## config.mk

```make
export PLATFORM = sky130hd
export DESIGN_NAME = multiplier_datapath_taint_track_bitwise
export DESIGN_NICKNAME = d
export VERILOG_FILES = /design/src/rtl/multiplier_taint_pkg.sv /design/src/rtl/taint_enable_reg.sv /design/src/rtl/multiplier_datapath_taint_track_bitwise.sv
export SDC_FILE = /design/constraint.sdc
export NUM_CORES = 1
export LEC_CHECK = 0
export CAP_MARGIN = 20
export CORE_MARGIN = 1.5
export CORE_UTILIZATION = 30
export CTS_CLUSTER_SIZE = 30
export DETAILED_ROUTE_END_ITERATION = 8
export SLEW_MARGIN = 20
export SYNTH_ARGS = -nofsm -noshare
export SYNTH_HDL_FRONTEND = slang
export SYNTH_SLANG_ARGS = --single-unit
export TNS_END_PERCENT = 5
```

## constraint.sdc

```tcl
create_clock -name clk -period 6 [get_ports clk]
set_input_delay 0.6 -clock clk [delete_from_list [all_inputs] [get_ports clk]]
set_output_delay 0.6 -clock clk [all_outputs]
set_load 0.05 [all_outputs]
```

## src/rtl/multiplier_taint_pkg.sv

```systemverilog
// Shared definitions for the taint-tracking shift-add multiplier (datapath and control).
// Taint helpers work on a fixed wide vector; callers zero-extend and keep the low bits.
package multiplier_taint_pkg;

  localparam int WIDTH = 4;
  // Widest vector the taint helpers handle; covers rs (2*WIDTH+1) for WIDTH up to 31.
  localparam int MAX_W = 64;

  typedef logic [MAX_W-1:0] taint_vec_t;

  typedef enum logic [1:0] {
    RS_HOLD  = 2'd0,
    RS_SHIFT = 2'd1,
    RS_LOAD  = 2'd2,
    RS_CLEAR = 2'd3
  } rs_op_e;

  // Taint of an add: sum bit k may depend on every operand bit at or below k.
  function automatic taint_vec_t prefix_or(input taint_vec_t t);
    taint_vec_t r;
    r[0] = t[0];
    for (int k = 1; k < MAX_W; k++) begin
      r[k] = r[k-1] | t[k];
    end
    return r;
  endfunction

  // Contribution of one mux alternative: if its select is tainted, every bit where it
  // differs from the chosen value, plus its own taint, becomes tainted.
  function automatic taint_vec_t mux_taint(input taint_vec_t chosen,
                                           input taint_vec_t alt,
                                           input taint_vec_t alt_t,
                                           input logic       sel_t);
    return sel_t ? ((alt ^ chosen) | alt_t) : '0;
  endfunction

endpackage

```

## src/rtl/taint_enable_reg.sv

```systemverilog
// Enable register with a taint shadow; a tainted enable taints every bit the load
// could have changed.
module taint_enable_reg
  import multiplier_taint_pkg::*;
#(
  parameter int WIDTH = multiplier_taint_pkg::WIDTH
) (
  input  logic             clk,
  input  logic             rst,
  input  logic             en,
  input  logic             en_t,
  input  logic [WIDTH-1:0] d,
  input  logic [WIDTH-1:0] d_t,
  output logic [WIDTH-1:0] q,
  output logic [WIDTH-1:0] q_t
);

  logic [WIDTH-1:0] chosen, chosen_t, alt, alt_t, next_t;
  logic [MAX_W-1:WIDTH] unused_hi;

  // NOTE: every variable assigned in always_comb gets a value on every path (defaults or
  // full if/else), otherwise synthesis infers a latch.
  always_comb begin
    chosen   = en ? d   : q;
    chosen_t = en ? d_t : q_t;
    alt      = en ? q   : d;
    alt_t    = en ? q_t : d_t;
    {unused_hi, next_t} = taint_vec_t'(chosen_t)
                        | mux_taint(taint_vec_t'(chosen), taint_vec_t'(alt),
                                    taint_vec_t'(alt_t), en_t);
  end

  // NOTE: state is written with non-blocking assignments so every flop samples the
  // pre-edge values; reset is synchronous here, checked only at the clock edge.
  always_ff @(posedge clk) begin
    if (rst) begin
      q   <= '0;
      q_t <= '0;
    end else begin
      q   <= chosen;
      q_t <= next_t;
    end
  end

endmodule

```

## src/rtl/multiplier_datapath_taint_track_bitwise.sv

```systemverilog
// Datapath of the sequential shift-add multiplier: md/mr operand registers and the
// rs = {c, hi, lo} result shift register, each with a bitwise taint shadow.
module multiplier_datapath_taint_track_bitwise
  import multiplier_taint_pkg::*;
#(
  parameter int WIDTH = multiplier_taint_pkg::WIDTH
) (
  input  logic               clk,
  input  logic               rst,
  input  logic [WIDTH-1:0]   multiplicand,
  input  logic [WIDTH-1:0]   multiplicand_t,
  input  logic [WIDTH-1:0]   multiplier,
  input  logic [WIDTH-1:0]   multiplier_t,
  input  logic               mdld,
  input  logic               mdld_t,
  input  logic               mrld,
  input  logic               mrld_t,
  input  logic               rsclear,
  input  logic               rsclear_t,
  input  logic               rsload,
  input  logic               rsload_t,
  input  logic               rsshr,
  input  logic               rsshr_t,
  output logic [WIDTH-1:0]   multiplierReg,
  output logic [WIDTH-1:0]   multiplierReg_t,
  output logic [2*WIDTH-1:0] product,
  output logic [2*WIDTH-1:0] product_t
);

  localparam int RW = 2 * WIDTH + 1;

  logic [WIDTH-1:0] md_q, md_t_q;

  taint_enable_reg #(.WIDTH(WIDTH)) u_md (
    .clk  (clk),
    .rst  (rst),
    .en   (mdld),
    .en_t (mdld_t),
    .d    (multiplicand),
    .d_t  (multiplicand_t),
    .q    (md_q),
    .q_t  (md_t_q)
  );

  taint_enable_reg #(.WIDTH(WIDTH)) u_mr (
    .clk  (clk),
    .rst  (rst),
    .en   (mrld),
    .en_t (mrld_t),
    .d    (multiplier),
    .d_t  (multiplier_t),
    .q    (multiplierReg),
    .q_t  (multiplierReg_t)
  );

  logic [RW-1:0]    rs_q, rs_t_q, rs_d, rs_t_d;
  logic [RW-1:0]    load_val, load_t, shift_val, shift_t;
  logic [WIDTH:0]   sum;
  logic [WIDTH-1:0] add_t;
  logic [MAX_W-1:WIDTH] unused_pre;
  logic [MAX_W-1:RW]    unused_acc;
  logic             hold_sel_t;
  rs_op_e           rs_op;

  // Candidate next values for rs; the add keeps its carry in c so nothing is lost.
  always_comb begin
    sum = {1'b0, rs_q[2*WIDTH-1:WIDTH]} + {1'b0, md_q};
    {unused_pre, add_t} = prefix_or(taint_vec_t'(rs_t_q[2*WIDTH-1:WIDTH] | md_t_q));
    load_val  = {sum, rs_q[WIDTH-1:0]};
    load_t    = {add_t[WIDTH-1], add_t, rs_t_q[WIDTH-1:0]};
    shift_val = rs_q >> 1;
    shift_t   = rs_t_q >> 1;
  end

  always_comb begin
    rs_op = RS_HOLD;
    if (rsclear)     rs_op = RS_CLEAR;
    else if (rsload) rs_op = RS_LOAD;
    else if (rsshr)  rs_op = RS_SHIFT;

    rs_d   = rs_q;
    rs_t_d = rs_t_q;
    case (rs_op)
      RS_CLEAR: begin rs_d = '0;        rs_t_d = '0;      end
      RS_LOAD:  begin rs_d = load_val;  rs_t_d = load_t;  end
      RS_SHIFT: begin rs_d = shift_val; rs_t_d = shift_t; end
      default:  begin rs_d = rs_q;      rs_t_d = rs_t_q;  end
    endcase

    // Whether hold wins depends on every command, so any tainted command taints it.
    hold_sel_t = rsclear_t | rsload_t | rsshr_t;
    {unused_acc, rs_t_d} = taint_vec_t'(rs_t_d)
      | mux_taint(taint_vec_t'(rs_d), '0, '0, rsclear_t)
      | mux_taint(taint_vec_t'(rs_d), taint_vec_t'(load_val),  taint_vec_t'(load_t),  rsload_t)
      | mux_taint(taint_vec_t'(rs_d), taint_vec_t'(shift_val), taint_vec_t'(shift_t), rsshr_t)
      | mux_taint(taint_vec_t'(rs_d), taint_vec_t'(rs_q),      taint_vec_t'(rs_t_q),  hold_sel_t);
  end

  always_ff @(posedge clk) begin
    if (rst) begin
      rs_q   <= '0;
      rs_t_q <= '0;
    end else begin
      rs_q   <= rs_d;
      rs_t_q <= rs_t_d;
    end
  end

  assign product   = rs_q[2*WIDTH-1:0];
  assign product_t = rs_t_q[2*WIDTH-1:0];

endmodule
```

==> reports/metrics.cfg <==
[outcome]
status=complete, no violations

[sta]
min_period_ps=2770
setup_viol=0
finalWorstSetupSlack_ps=3230
slew_headroom_pct=52.2
drv_slew=0
fin_crit_sh_pct=46.1
rsz0062_at_grt=no
max_slew.worst_pin.slew_ps=716
finalHoldViolations=0
tns_ps=0
fmax_ghz=0.361
fin_skew_ps=6.56

[yosys]
synth_edf_count=0
ys.flop_type=dfxtp_1
synth_nets=367
synth_seq_cells=34
synth_area_leader_cell=dfxtp_1
synth_top_area_share_pct=26.5
ys_warn_count=0
avgSynthCellArea_sq_um=7.68
syn_area_sq_mm=0.00256
synth_area_leaders=dfxtp_1, nor2_1, mux2i_1
ys_async_sr_fraction_pct=0
ys_types=50
netlist_instances=334
synth_seq_area_share_pct=26.5

[floorplan]
die_area_sq_mm=0.00911
initial_utilization_pct=31.0
die_w_um=95.4
rows=33
coreArea_sq_mm=0.00826
die_y_um=95.4
io_pins=52

[power]
p_sw_share_pct=33.1
vdd_drop_max_mv=0.123
pwr-share-seq_pct=39.4
combPwrFrac_pct=28.9
power_density_mw_per_mm2=216
clockPowerShare_pct=31.7
leakagePower_nw=1.18
internal_power_mw=0.447
power_mw=0.668
switchingPower_mw=0.221

[worst_setup_path]
slowest_stage=clkdlybuf4s50_1
worstSetupPathType=in -> reg
worstSetupStartpointType=primary input
crit_path_cell_trace=clkdlybuf4s50_1 > nand2b_1 > nor2_2 > a21boi_1 > o221ai_1 > a21oi_1 > a31oi_1
end_kind=register
critPathMaxStageDelay_ps=900
worst-path-max-fanout=16
required_ps=6220
critical_path_arrival_ps=2990

[clocking]
cts_resized=0
cts_root_buf=clkbuf_8
clk_latency_ps=290
cts_buffer_depth=2
cts_hold_buf=0
post-cts-setup-buffers=0
cts_tree=yes
cts_sinks=34
cts_buffers=5
htreeDepth=2
cts.clk_slew.worst_paths_ps=80

[placement]
io_buffers=51
dpl.hpwl_um=4750
gp_congestion=0.812
pre_cts_ws_ps=2970

[routing]
via_count=2463
wl_met3_um=454
routed.top_layer=met4
drt_iter0_drc=162
ant_nets=0
drt-total-wl_um=6770
m1WireLength_um=3250
firstDrtPassIters=5
drc=0
wl_per_cell_um=14.7
drt-vias-per-instance=5.35
dr_wl_met2_um=3020

[hold_path]
hold_path.class=reg -> reg

[grt]
grt_start_max_net_pins=32
antenna_found_initial=0
track_usage_pct=15.7
grt_pass1_vias=2253
grt_pass1_wl_um=11200
grt-ovfl-total=0

[layout]
layout-drive-gt1-share_pct=7.89
final_cell_mix=nor2_1, clkdlybuf4s50_1, dfxtp_1, a21oi_1, o21ai_0
final_nets=387
multi_input_area_sq_mm=0.00160
fillers=891
syn_to_final_growth_pct=20.4
seqCellArea_sq_um=681
antennaDiodeCount=0

[run]
max_cap_viol_count=0

==> final timing paths <==
kind	start	to	slack (ps)	cells past startpoint
worst min-delay path	u_mr.q_t[2]	u_mr.q_t[2]	470	2
worst min register to register	u_mr.q_t[2]	u_mr.q_t[2]	470	2
worst max-delay path	rsshr	rs_t_q[6]	3230	7
worst max register to register	rs_q[4]	rs_t_q[6]	3500	9
==> cells by family (layout without fill, tap and decap cells) <==
kind of cell,after synthesis,in the layout,synth area share (%)
AOI/OAI and AO/OA,101,101,24.8
and+or+nand+nor,100,100,18.2
buffers and inverters,51,72,11.2
DFF,34,34,26.5
muxes,27,27,11.0
xor gates and xnor gates,16,16,5.47
adders and majority gates,5,5,2.73
==> area by class of cell <==
class | instances | area share (%)
clock buffers | 5 | 2.23
clock inverters | 3 | 1.30
inverters | 10 | 1.22
multi-input cells | 249 | 51.7
flip-flops and latches | 34 | 22.0
well taps | 105 | 4.25
repair buffers | 54 | 17.3
==> flip-flops by register name (all words and copies together) (netlist names), named ones only <==
signal / cells
rs_q: 9
rs_t_q: 9
u_md.q_t: 4
u_mr.q_t: 4
u_md.q: 3
u_mr.q: 3
==> cell usage after synthesis (3+ instances only) <==
master     n
nor2_1    51
dfxtp_1   34
a21oi_1   32
buf_4     19
o21ai_0   19
mux2i_1   17
nand2_1   17
clkbuf_1  12
nor2b_1   11
xor2_1    11
inv_1      9
mux2_2     8
o21ai_1    8
a31oi_1    7
buf_2      7
a211oi_1   6
o32ai_1    6
nor3_1     5
o22ai_1    5
xnor2_1    5
ha_1       4
nand3_1    4
a221oi_1   3
o21a_1     3
==> critical path: cells and delay by family <==
family / cells / cell delay (ps)
compound gates: 4 / 530
buf+inv: 1 / 900
simple gates: 2 / 950
==> power groups by stage <==
| stage | Sequential, mW | Clock, mW | Combinational, mW |
|---|---|---|---|
| 2_1_floorplan | 0.274 | 0 | 0.133 |
| 6_report | 0.263 | 0.212 | 0.193 |
| 3_5_place_dp | 0.268 | 0 | 0.193 |
| 5_1_grt | 0.266 | 0.228 | 0.211 |
| 3_3_place_gp | 0.268 | 0 | 0.191 |
| 4_1_cts | 0.263 | 0.218 | 0.194 |
==> stage by stage <==
step	hold WS (ps)	utilization [%]	instance area (sq um)	cells
3_3_place_gp	458	36.1	2980	452
4_1_cts	474	37.4	3090	460
6_report	469	37.4	3090	460
2_1_floorplan	447	-	2560	334
5_1_grt	517	37.4	3090	460
3_5_place_dp	463	36.1	2980	452
==> layer usage <==
layer / vias to the layer above / GRT usage, %
li1: 1205 / -
met3: 6 / 3.83
met2: 93 / 23.9
met5: - / 0
met1: 1159 / 21.9
met4: 0 / 4.41
Note: power is estimated with default switching activity, not from simulation.
